--- src/rtl/clk_div_ctrl_if.sv ---
// Wishbone slave bus bundle for the clock-divider ramp controller.
interface clk_div_ctrl_if;
    logic        wb_cyc;
    logic        wb_stb;
    logic        wb_we;
    logic [1:0]  wb_adr;
    logic [15:0] wb_i_dat;
    logic [15:0] wb_o_dat;
    logic        wb_ack;

    modport master (
        output wb_cyc, wb_stb, wb_we, wb_adr, wb_i_dat,
        input  wb_o_dat, wb_ack
    );

    modport slave (
        input  wb_cyc, wb_stb, wb_we, wb_adr, wb_i_dat,
        output wb_o_dat, wb_ack
    );
endinterface

--- src/rtl/clk_div_ctrl.sv ---
// Ramps the downstream clock divider one exponent step at a time toward a software target.
// Optional sticky write-lock on TARGET/INTERVAL is built when CLK_DIV_LOCK_EN is defined.
module clk_div_ctrl #(
    parameter int          DIV_LOG      = 4,
    parameter int          RST_DIV      = 6,
    parameter logic [15:0] DEF_INTERVAL = 16'd256
) (
    input  logic               i_clk,
    input  logic               i_rst,
    clk_div_ctrl_if.slave      wb,
    output logic [DIV_LOG-1:0] o_div,
    output logic               o_div_we,
    output logic               o_busy
);

    localparam logic [DIV_LOG-1:0] RST_VAL = DIV_LOG'(RST_DIV);
    localparam logic [DIV_LOG-1:0] ONE     = {{(DIV_LOG-1){1'b0}}, 1'b1};

    typedef enum logic [1:0] {
        IDLE = 2'd0,
        STEP = 2'd1,
        WAIT = 2'd2
    } state_t;

    state_t             state_r;
    state_t             state_s;
    logic               step_s;
    logic               dir_up_r;
    logic [DIV_LOG-1:0] cur_r;
    logic [DIV_LOG-1:0] tgt_r;
    logic [DIV_LOG-1:0] next_cur_s;
    logic [15:0]        interval_r;
    logic [15:0]        cnt_r;
    logic [DIV_LOG-1:0] div_r;
    logic               div_we_r;
    logic               ack_r;
    logic [15:0]        rdat_r;
    logic [15:0]        rd_s;
    logic               acc_s;
    logic               wr_s;
    logic               wr_ok_s;
    logic               busy_s;

    assign acc_s      = wb.wb_cyc & wb.wb_stb & ~ack_r;
    assign wr_s       = acc_s & wb.wb_we;
    assign busy_s     = (state_r != IDLE) | (cur_r != tgt_r);
    assign next_cur_s = dir_up_r ? (cur_r + ONE) : (cur_r - ONE);

    assign wb.wb_ack  = ack_r;
    assign wb.wb_o_dat = rdat_r;
    assign o_div      = div_r;
    assign o_div_we   = div_we_r;
    assign o_busy     = busy_s;

`ifdef CLK_DIV_LOCK_EN
    logic lock_r;

    assign wr_ok_s = wr_s & ~lock_r;

    // Sticky lock bit, cleared only by reset
    always_ff @(posedge i_clk or posedge i_rst) begin
        if (i_rst) begin
            lock_r <= 1'b0;
        end else if (wr_s && (wb.wb_adr == 2'd3) && wb.wb_i_dat[0]) begin
            lock_r <= 1'b1;
        end
    end
`else
    assign wr_ok_s = wr_s;
`endif

    // Ramp FSM state register
    always_ff @(posedge i_clk or posedge i_rst) begin
        if (i_rst) begin
            state_r <= IDLE;
        end else begin
            state_r <= state_s;
        end
    end

    // Ramp FSM next state; WAIT leaves once the count is at 1 or 0, so WAIT lasts max(interval,1) cycles
    always_comb begin
        state_s = state_r;
        step_s  = 1'b0;
        case (state_r)
            IDLE: begin
                if (cur_r != tgt_r) begin
                    state_s = STEP;
                end else begin
                    state_s = IDLE;
                end
            end
            STEP: begin
                step_s  = 1'b1;
                state_s = WAIT;
            end
            WAIT: begin
                if (cnt_r <= 16'd1) begin
                    state_s = IDLE;
                end else begin
                    state_s = WAIT;
                end
            end
            default: state_s = IDLE;
        endcase
    end

    // Ramp datapath; direction is frozen on leaving IDLE so a target written during STEP cannot flip it
    always_ff @(posedge i_clk or posedge i_rst) begin
        if (i_rst) begin
            cur_r    <= RST_VAL;
            div_r    <= RST_VAL;
            div_we_r <= 1'b0;
            dir_up_r <= 1'b0;
            cnt_r    <= 16'd0;
        end else begin
            div_we_r <= step_s;
            if (state_r == IDLE) begin
                dir_up_r <= (tgt_r > cur_r);
            end
            if (step_s) begin
                cur_r <= next_cur_s;
                div_r <= next_cur_s;
                cnt_r <= interval_r;
            end else if ((state_r == WAIT) && (cnt_r != 16'd0)) begin
                cnt_r <= cnt_r - 16'd1;
            end
        end
    end

    // Register read multiplexer, zero-extended
    always_comb begin
        rd_s = 16'd0;
        case (wb.wb_adr)
            2'd0: rd_s[DIV_LOG-1:0] = tgt_r;
            2'd1: begin
                rd_s[DIV_LOG:1] = cur_r;
                rd_s[0]         = busy_s;
            end
            2'd2: rd_s = interval_r;
`ifdef CLK_DIV_LOCK_EN
            2'd3: rd_s[0] = lock_r;
`else
            2'd3: rd_s = 16'd0;
`endif
            default: rd_s = 16'd0;
        endcase
    end

    // Bus handshake and software-visible registers
    always_ff @(posedge i_clk or posedge i_rst) begin
        if (i_rst) begin
            ack_r      <= 1'b0;
            rdat_r     <= 16'd0;
            tgt_r      <= RST_VAL;
            interval_r <= DEF_INTERVAL;
        end else begin
            ack_r <= acc_s;
            if (acc_s) begin
                rdat_r <= rd_s;
            end else begin
                rdat_r <= 16'd0;
            end
            if (wr_ok_s && (wb.wb_adr == 2'd0)) begin
                tgt_r <= wb.wb_i_dat[DIV_LOG-1:0];
            end
            if (wr_ok_s && (wb.wb_adr == 2'd2)) begin
                interval_r <= wb.wb_i_dat;
            end
        end
    end

endmodule

--- src/flat_wrapper.sv ---
// flat-port wrapper written by rule: the top's interface ports become plain ports
module clk_div_ctrl_flat 
#(
    parameter int          DIV_LOG      = 4,
    parameter int          RST_DIV      = 6,
    parameter logic [15:0] DEF_INTERVAL = 16'd256
)
  (i_clk, i_rst, o_div, o_div_we, o_busy, wb_wb_cyc, wb_wb_stb, wb_wb_we, wb_wb_adr, wb_wb_i_dat, wb_wb_o_dat, wb_wb_ack);
  clk_div_ctrl_if wb_i ();
  input  logic i_clk;
  input  logic i_rst;
  output logic [DIV_LOG-1:0] o_div;
  output logic o_div_we;
  output logic o_busy;
  input wire logic [$bits(wb_i.wb_cyc)-1:0] wb_wb_cyc;
  input wire logic [$bits(wb_i.wb_stb)-1:0] wb_wb_stb;
  input wire logic [$bits(wb_i.wb_we)-1:0] wb_wb_we;
  input wire logic [$bits(wb_i.wb_adr)-1:0] wb_wb_adr;
  input wire logic [$bits(wb_i.wb_i_dat)-1:0] wb_wb_i_dat;
  output wire logic [$bits(wb_i.wb_o_dat)-1:0] wb_wb_o_dat;
  output wire logic [$bits(wb_i.wb_ack)-1:0] wb_wb_ack;
  assign wb_i.wb_cyc = wb_wb_cyc;
  assign wb_i.wb_stb = wb_wb_stb;
  assign wb_i.wb_we = wb_wb_we;
  assign wb_i.wb_adr = wb_wb_adr;
  assign wb_i.wb_i_dat = wb_wb_i_dat;
  assign wb_wb_o_dat = wb_i.wb_o_dat;
  assign wb_wb_ack = wb_i.wb_ack;
  clk_div_ctrl #(.DIV_LOG(DIV_LOG), .RST_DIV(RST_DIV), .DEF_INTERVAL(DEF_INTERVAL)) u_core (.i_clk(i_clk), .i_rst(i_rst), .wb(wb_i), .o_div(o_div), .o_div_we(o_div_we), .o_busy(o_busy));
endmodule
--- config.mk ---
export PLATFORM = sky130hd
export DESIGN_NAME = clk_div_ctrl_flat
export DESIGN_NICKNAME = d
export VERILOG_FILES = /design/src/rtl/clk_div_ctrl_if.sv /design/src/rtl/clk_div_ctrl.sv /design/src/flat_wrapper.sv
export SDC_FILE = /design/constraint.sdc
export NUM_CORES = 1
export LEC_CHECK = 0
export ABC_AREA = 1
export CAP_MARGIN = 20
export CORE_AREA = 2 2 64 96
export DETAILED_ROUTE_END_ITERATION = 12
export DIE_AREA = 0 0 66 98
export PLACE_DENSITY = 0.79
export SLEW_MARGIN = 20
export SYNTH_ARGS = -nofsm -noshare
export SYNTH_HDL_FRONTEND = slang
export SYNTH_SLANG_ARGS = --single-unit
--- constraint.sdc ---
create_clock -name i_clk -period 2.8 [get_ports i_clk]
set_clock_uncertainty 0.1 [all_clocks]
set_input_delay 0.28 -clock i_clk [delete_from_list [all_inputs] [get_ports i_clk]]
set_output_delay 0.28 -clock i_clk [all_outputs]
set_load 0.005 [all_outputs]
# --- Word-level counts from Yosys, hierarchy flattened ---
# Index checks and enable logic that the tools add are counted.
totals:
  reg_bits: 61
  output_inout_bits: 23
  wordCells: 44
  in_bits: 23
op_classes:
  addsub: 3
  muxes: 11
  eq_ne: 6
  n_reduce_logical: 8
  n_bitwise: 5
  n_lt_le_gt_ge: 2
ops:
  columns: ["op", "n"]
  rows:
  - ["16-bit two-way mux", 3]
  - ["16-bit by 1-bit <= comparator with 1-bit output (second input constant)", 1]
  - ["4-bit case mux with 4 select lines", 1]
  - ["16-bit nonzero test", 1]
  - ["16-bit by 1-bit subtractor with 16-bit output (second input constant)", 1]
  - ["11-bit two-way mux", 1]
  - ["2-bit == test (second input constant)", 3]
  - ["2-bit case mux with 3 select lines", 1]
  - ["4-bit by 1-bit adder with 4-bit output (second input constant)", 1]
  - ["2-bit by 1-bit == test with 1-bit output (second input constant)", 2]
  - ["4-bit greater-than comparator", 1]
  - ["2-bit zero test", 2]
  - ["4-bit two-way mux", 1]
  - ["4-bit != test", 1]
  - ["2-bit nonzero test", 2]
  - ["4-bit by 1-bit subtractor with 4-bit output (second input constant)", 1]
  - ["1-bit AND", 3]
  - ["1-bit logical AND", 3]
  - ["1-bit two-way mux", 2]
  - ["2-bit two-way mux", 1]
  - ["1-bit case mux with 2 select lines", 1]
  - ["1-bit inverter", 1]
  - ["1-bit bitwise OR", 1]

# --- Depth between registers and ports, before layout ---
logic_depth:
  ltp_word: 4
  mapped_depth: 10
  depth_no_buf: 10

# --- Worst setup path before layout ---
# OpenSTA, ideal clock, no wires.
synth_path:
  path_type: "register to register"
  start: "register u_core.cur_r[2]"
  end: "register u_core.cur_r[3]"
  synth_period_minus_slack_ns: 1.577
  path_buffers: 0
  stages_incl_launch_ff: 8
  required_time_ns: 2.579
  setup_slack_ns: 1.223
  setup_ns: 0.121
  t_arrival_ns: 1.356
  cell_sequence: "dfstp_2 > ha_1 > a21oi_1 > nand2_1 > a21oi_1 > o21ai_0 > nand2_1 > nand2_1"
synth_between:
  elab_chain_cells: 2
  word_cells_on_any_way: 3
  classes_between: "2 x add/sub; 1 x mux"
synth_lines:
  columns: ["element", "line_no", "source"]
  rows:
  - ["start: declaration", "clk_div_ctrl.sv:29", "logic [DIV_LOG-1:0] cur_r;"]
  - ["start signal: assignment", "clk_div_ctrl.sv:122", "cur_r <= next_cur_s;"]
  - ["4-bit by 1-bit subtractor with 4-bit output / 4-bit by 1-bit adder with 4-bit output (equally long branches)", "clk_div_ctrl.sv:47", "assign next_cur_s = dir_up_r ? (cur_r + ONE) : (cur_r - ONE);"]
  - ["4-bit two-way mux (*)", "clk_div_ctrl.sv:47", null]
# Mark *: on every way between the ends. The rest lies on a longest branch, timed or not.
# A chain may end at the register's enable or synchronous reset.

# --- Final worst setup path ---
layout_path:
  start: "register u_core.cur_r[1]"
  end: "output port o_busy"
layout_between:
  elab_chain_cells: 2
layout_lines:
  columns: ["element", "line_no", "source"]
  rows:
  - ["4-bit != test", "clk_div_ctrl.sv:46", "assign busy_s = (state_r != IDLE) | (cur_r != tgt_r);"]
  - ["1-bit bitwise OR", "clk_div_ctrl.sv:46", null]
  - ["end: declaration", "flat_wrapper.sv:14", "output logic o_busy;"]
# Every way passes these cells.

==> metrics <==
type of the worst min-delay path=in -> async; wirelength, routed=7157 um; Post-Syn Instances=385; critical path endpoint category=primary output; first-pass GRT wire length=between 10000 and 15000 um; Yosys top cell area share=44.55%; DR WL/cell=about 14 um; crit path kind=reg -> out; CTS tree=built; final core utilization=between 60% and 70%; Area contributors post-synth=dfrtp_1, nand2_1, nor2_1; Clock Latency Late Sink=roughly 350 ps; DRT Pass-1 Iters=4; count of distinct cell types in the synthesized netlist=27; Final Hold Viols=0; clock buffer count from CTS=9; maximum level of the CTS H-tree=3; slowest cell on the critical path=dfstp_2; Final nets=around 470; largest net degree at the start of global routing=30; vias in the first global route=between 2000 and 3000; WP data required=about 2400 ps; routed vias/inst=5.211; Die W=about 66 um; crit path time final=2432 ps; slew at the pin closest to its max-slew limit=between 700 and 800 ps; Synth Cell Area=between 3000 and 4000 um^2; clock slew at reported path FFs=roughly 70 ps; Post-Syn Area per Cell=approximately 8.2 um^2; Max-Cap Viols=0; PostCTS Resize Cnt=0; clock sinks=between 60 and 70; GPL Wtd Cong=approximately 0.97; CP delay by family, top=buffers and inverters; Clk pwr share=22.6%; total number of vias=between 2000 and 3000; Overall Global Routing Usage=approximately a quarter; Post-CTS Hold Fix Bufs=0; Synth area leader=dfrtp_1; cell area power density=around 930 nW/um^2; status=completed; Power Internal=between 2 and 2.5 mW; Tot Pwr=around 3.6 mW; crit-path most repeated cell=inv_1; Max Root-Sink Buffers=2; final clock period utilization by the worst path=86.86%; synthesized flop and latch total=about 60; DRC viols=0; Flop pwr share=a little under two fifths; DR iter-0 viols=106; hpwl dp=around 5300 um; row cnt=34; Design Area, Final=approximately 3900 um^2; setup ws final=roughly 370 ps; Max Freq=around 410 MHz; layout cell share with drive strength beyond 1=slightly below 10%; Setup violations, final=0; EDFF count, synth=0; Root Buffer=clkbuf_8; Detail Route Antenna Nets=0; Die H=98 um; Sw Share=40.43%; Slew Limit Fails=0; initial antenna violation count=0; I/O Buffers=between 40 and 50; postcts setup bufs=0; placed cell area=between 3000 and 4000 um^2; Main synth FF type=dfrtp_1; switching power=1.453 mW; most frequent cell after synthesis=nand2_1; Combinational Power Share=a little under 40%; Layout Area Growth over Synthesis=22.51%; pre-CTS setup slack=between 500 and 600 ps; Congestion Overflow GR=0; worst-path cell chain=inv_1 -> ha_1 -> nand4_1 -> inv_1 -> nand2_1 -> clkdlybuf4s50_1; maximum VDD drop=roughly 0.00056 V; commonest cells in the netlist=nand2_1, dfrtp_1, nor2_1, inv_1, nand3_1; core area=approximately 5700 um^2; Ports=46; sequential-to-total area share from yosys stat=about 49%; leakage power=about 1.9 nW; antenna fix cells=0; CP arrival=between 2000 and 2500 ps; peak fanout along the critical path=5; setup repair after global routing missed its margin=no; Startpoint Class=flip-flop; Slew HR=53.25%; Yosys warnings=0; WP buf/inv=3; Mapped Nets=around 420; total negative slack=0 ps; area of the die=between 6000 and 7000 um^2; Async S/R FF share, synth=100.0%; Starting Density=55.18%; crit-path max cell delay=about 600 ps
[layout by cell type (no fill, tap or decap)]
cell	n
nand2_1	94
o2111ai_1	1
clkinvlp_4	2
nor3_1	1
nand3_1	33
xor2_1	4
nand2_2	3
nand4_1	3
a21oi_1	15
clkinv_4	1
inv_2	3
o21bai_1	2
dfrtp_1	56
nor2_2	2
dfstp_2	5
clkinv_2	1
fa_1	1
clkbuf_8	11
a21oi_2	8
nor2_1	49
and2_1	1
nor2_4	3
ha_1	13
bufinv_16	1
xnor2_1	1
o211ai_1	5
inv_1	47
buf_4	3
clkdlybuf4s50_1	45
o21ai_0	26
[registers in the layout (all words and copies together), names as in the netlist]
register and cells:
u_core.wb.wb_ack 1, u_core.tgt_r 4, u_core.o_div_we 1, u_core.cur_r 4, u_core.wb.wb_o_dat 16, u_core.state_r 2
u_core.dir_up_r 1, u_core.cnt_r 16, u_core.interval_r 16
[layout make-up]
type,count,area [um^2]
multi-input combinational,265,1360
inverter,50,187.7
clock buffer,11,151.4
fill,492,1847
timing repair buffer,48,473.0
clock inverter,5,58.81
tap,72,90.09
sequential,61,1533
[worst reg2reg max path: stages, from the launching register on]
cell and delay, ps:
dfrtp_1 440, nor2_2 170, nand2_1 90, nor2_1 190
nand2_1 90, nand2_2 250, inv_2 180, nand2_1 110
o211ai_1 100
[logic make-up (layout without fill, tap and decap cells)]
| logic type | Yosys count | count (layout) | share of synthesized area (%) |
|---|---|---|---|
| buffers and inverters | 59 | 114 | 8.035 |
| xor gates and xnor gates | 5 | 5 | 1.392 |
| and+or+nand+nor | 189 | 189 | 25.34 |
| adders and majority gates | 14 | 14 | 5.808 |
| DFF | 61 | 61 | 48.73 |
| AOI/OAI and AO/OA | 57 | 57 | 10.70 |
[power by group through the flow]
stage | registers [mW] | clock network [mW] | logic (mW)
finish | 1.37 | 0.812 | 1.41
global route | 1.41 | 0.863 | 1.61
CTS | 1.37 | 0.827 | 1.41
detailed placement | 1.38 | 0 | 1.40
global placement | 1.37 | 0 | 1.33
floorplan | 1.32 | 0 | 1.04
[per-layer routing]
layer | vias up | share of wire, % | global-route usage, % | wire, um
met5 | - | 0 | 0 | 0
met4 | 0 | 4.1 | 13.03 | 295
met3 | 23 | 4.0 | 6.452 | 287
met2 | 69 | 53 | 43.82 | 3791
met1 | 1256 | 39 | 26.23 | 2782
li1 | 1320 | - | - | -
[path summary, 6_finish.rpt]
path                                       startpoint                    end  slack, ps  cells past startpoint
worst max-delay path                  u_core.cur_r[1]                 o_busy        370                      6
worst min-delay path                            i_rst  u_core.interval_r[15]        150                      2
worst max register to register        u_core.cnt_r[8]       u_core.cnt_r[12]        930                      8
max in group asynchronous                       i_rst        u_core.cur_r[2]       1750                      3
min in group i_clk                     wb_wb_i_dat[2]        u_core.tgt_r[2]        390                      3
worst min register to register  u_core.interval_r[11]       u_core.cnt_r[11]        390                      2
[metrics by stage]
| stage | hold WS [ps] | std cells |
|---|---|---|
| finish | 149.3 | 512 |
| global route | 184.6 | 512 |
| CTS | 158.6 | 512 |
| detailed placement | 387.9 | 496 |
| global placement | 380.6 | 496 |
| floorplan | 306.8 | 385 |
Power figures use the tool's default switching activity.
==> patch: new RTL, same flow settings <==
The option `CLK_DIV_LOCK_EN` is turned on by a define.
--- a/src/rtl/clk_div_ctrl.sv
+++ b/src/rtl/clk_div_ctrl.sv
@@ -2,2 +2,4 @@
 // Optional sticky write-lock on TARGET/INTERVAL is built when CLK_DIV_LOCK_EN is defined.
+`define CLK_DIV_LOCK_EN
+
 module clk_div_ctrl #(
Formal check against the unedited RTL: not equivalent (a bounded check fails within 4 cycles, from zero or initial values and one cycle with i_rst high).
==> patch against the original RTL <==
Register-to-register slack better by 0.06 ns; routed wire length is 0.15% higher; design area is 4.7% higher; via count hardly changed; fmax is 1.7% lower; sequential cell count is 1 higher; hold slack better by 0.065 ns; synthesized area is 4.5% higher; setup slack worse by 0.042 ns; global-route usage is 0.19 points higher; utilization is 3.2 points higher; largest cell class unchanged.
Power is not compared: it rests on default switching activity, and its combinational part moved more than twofold at a synthesized area within 25%.
==> patch: results (changes against the original RTL) <==
[routing]
wirelength_um=7170  ; +0.15%
drt_pass1_iterations=5  ; +1
drt_iter0_markers=180  ; +70%
viasPerCell=5.09  ; -2.3%

[finish]
fill_cells=440  ; -11%
antenna_cells=0  ; unchanged
drive_gt1_share_pct=13.1  ; +3.3 points
final_cells=524  ; +2.3%
layout.nets=485  ; +2.8%

[placed_design]
gp_congestion=0.839  ; -13%
place_inst=508  ; +2.4%
io_buffers=45  ; unchanged
hpwl_um=5230  ; -0.88%

[synthesis]
ys_types=29  ; +7.4%
synthTopCellsByCount=nand2_1 (109), dfrtp_1 (57), inv_1 (46), nor2_1 (40), nand3_1 (32)
synthTopCellsByArea=dfrtp_1 (43%), nand2_1 (12%), ha_1 (5.3%)
ys_seq_area_share_pct=47.4  ; -1.3 points
synth_area_per_cell_um2=8.26  ; +1.0%
syn_nets=436  ; +3.3%
async_flop_share_pct=100  ; unchanged
ys_warn_count=0  ; unchanged

[sta]
hold_viol=0  ; unchanged
tightest_slew_ns=0.587  ; -0.114 ns
timing.hold.ws_ns=0.215  ; +0.0653 ns

[grt]
grt_max_degree=63  ; +110%
grt_usage_pct=25.0  ; +0.19 points
grt_pass1_wl_um=12300  ; +1.2%
grt_pass1_vias=2725  ; -1.1%
antenna_found_initial=0  ; unchanged

[worst_setup_path]
r2r_setup_slack_ns=0.99  ; +0.06 ns
cpMaxStageDelayCell=dfstp_2
path_delay_family=buffers and inverters
cp.arrival_ns=2.09  ; +0.04 ns
max_stage_delay_ns=0.59
cp_max_fo=5  ; unchanged
reg2reg_depth=6  ; -2

[clock_network]
clk_pin_slew_ns=0.07  ; about the same
cts_buffer_depth=2  ; unchanged
clk_latency_ns=0.34
post_cts_buffers=0  ; unchanged
cts_buffers=9  ; unchanged
h-tree-depth=3  ; unchanged
cts.repair.resized=0  ; unchanged
cts_root_buf=clkbuf_8

[outcome]
status=finished clean

[power_and_ir_drop]
p_leak_nw=2.07
ir_drop_v=0.000413

[min_path]
hp-class=in -> async

## patch: cell count changes in the layout (fill, tap and decap cells not counted), moves of 3 or more
cell / delta
a21oi_1: -7
a21oi_2: -8
a31oi_1: +4
nand2_1: +15
nand2_2: +8
nand3_2: +11
nor2_1: -9
o211ai_1: -5
o21ai_0: -15
o21ai_1: +12
xnor2_1: +3
## patch: metal layers
layer / global-route usage (%) / vias to the layer above / part of all wire [%] / routed length (um)
met5: 0 / - / 0 / 0
li1: - / 1349 / - / -
met4: 9.73 / 0 / 2.3 / 163
met3: 5.65 / 12 / 3.4 / 241
met1: 31.8 / 1244 / 43 / 3110
met2: 41.0 / 64 / 51 / 3650
## patch: worst paths after layout
| kind | end | start |
|---|---|---|
| min in group i_clk | u_core.interval_r[8] | wb_wb_i_dat[8] |
| worst max register to register | u_core.interval_r[6] | u_core.wb.wb_ack |
| worst min-delay path | u_core.wb.wb_o_dat[14] | i_rst |
| worst min register to register | u_core.interval_r[8] | u_core.interval_r[8] |
| worst max-delay path | o_busy | u_core.cur_r[1] |
| max in group asynchronous | u_core.cur_r[1] | i_rst |
## patch: through the flow
step	worst slack (ns)	cell area, um^2
floorplan	0.887	3290
global placement	0.667	3800
detailed placement	0.570	3800
CTS	0.321	4040
global route	0.217	4040
finish	0.325	4040
## patch: area by class of cell
type                       count  area (um^2)  area share (%)
sequential                    62         1560            38.6
multi-input combinational    278         1490            36.9
timing repair buffer          48          485            12.0
inverter                      48          183            4.53
clock buffer                  10          138            3.41
clock inverter                 6         93.8            2.33
tap                           72         90.1            2.23
## patch: power by group
group / total (mW) / internal (mW) / leakage [nW] / switching (mW)
clock: 0.904 / 0.531 / 0.113 / 0.373
sequential: 0.900 / 0.898 / 0.820 / 0.00166
combinational: 0.0860 / 0.0423 / 1.14 / 0.0437
total: 1.89 / 1.47 / 2.07 / 0.418
## patch: cells by family (layout without fill, tap and decap cells)
logic type | after synthesis | in the layout | share of synthesized area [%]
AOI/OAI and AO/OA | 36 | 36 | 5.71
xor gates and xnor gates | 10 | 10 | 2.67
and+or+nand+nor | 217 | 217 | 31.0
buffers and inverters | 58 | 112 | 7.31
DFF | 62 | 62 | 47.4
adders and majority gates | 15 | 15 | 5.94
## patch: worst min-delay path, delay by kind of cell
family	cells	cell delay, ns
buffers and inverters	3	0.77
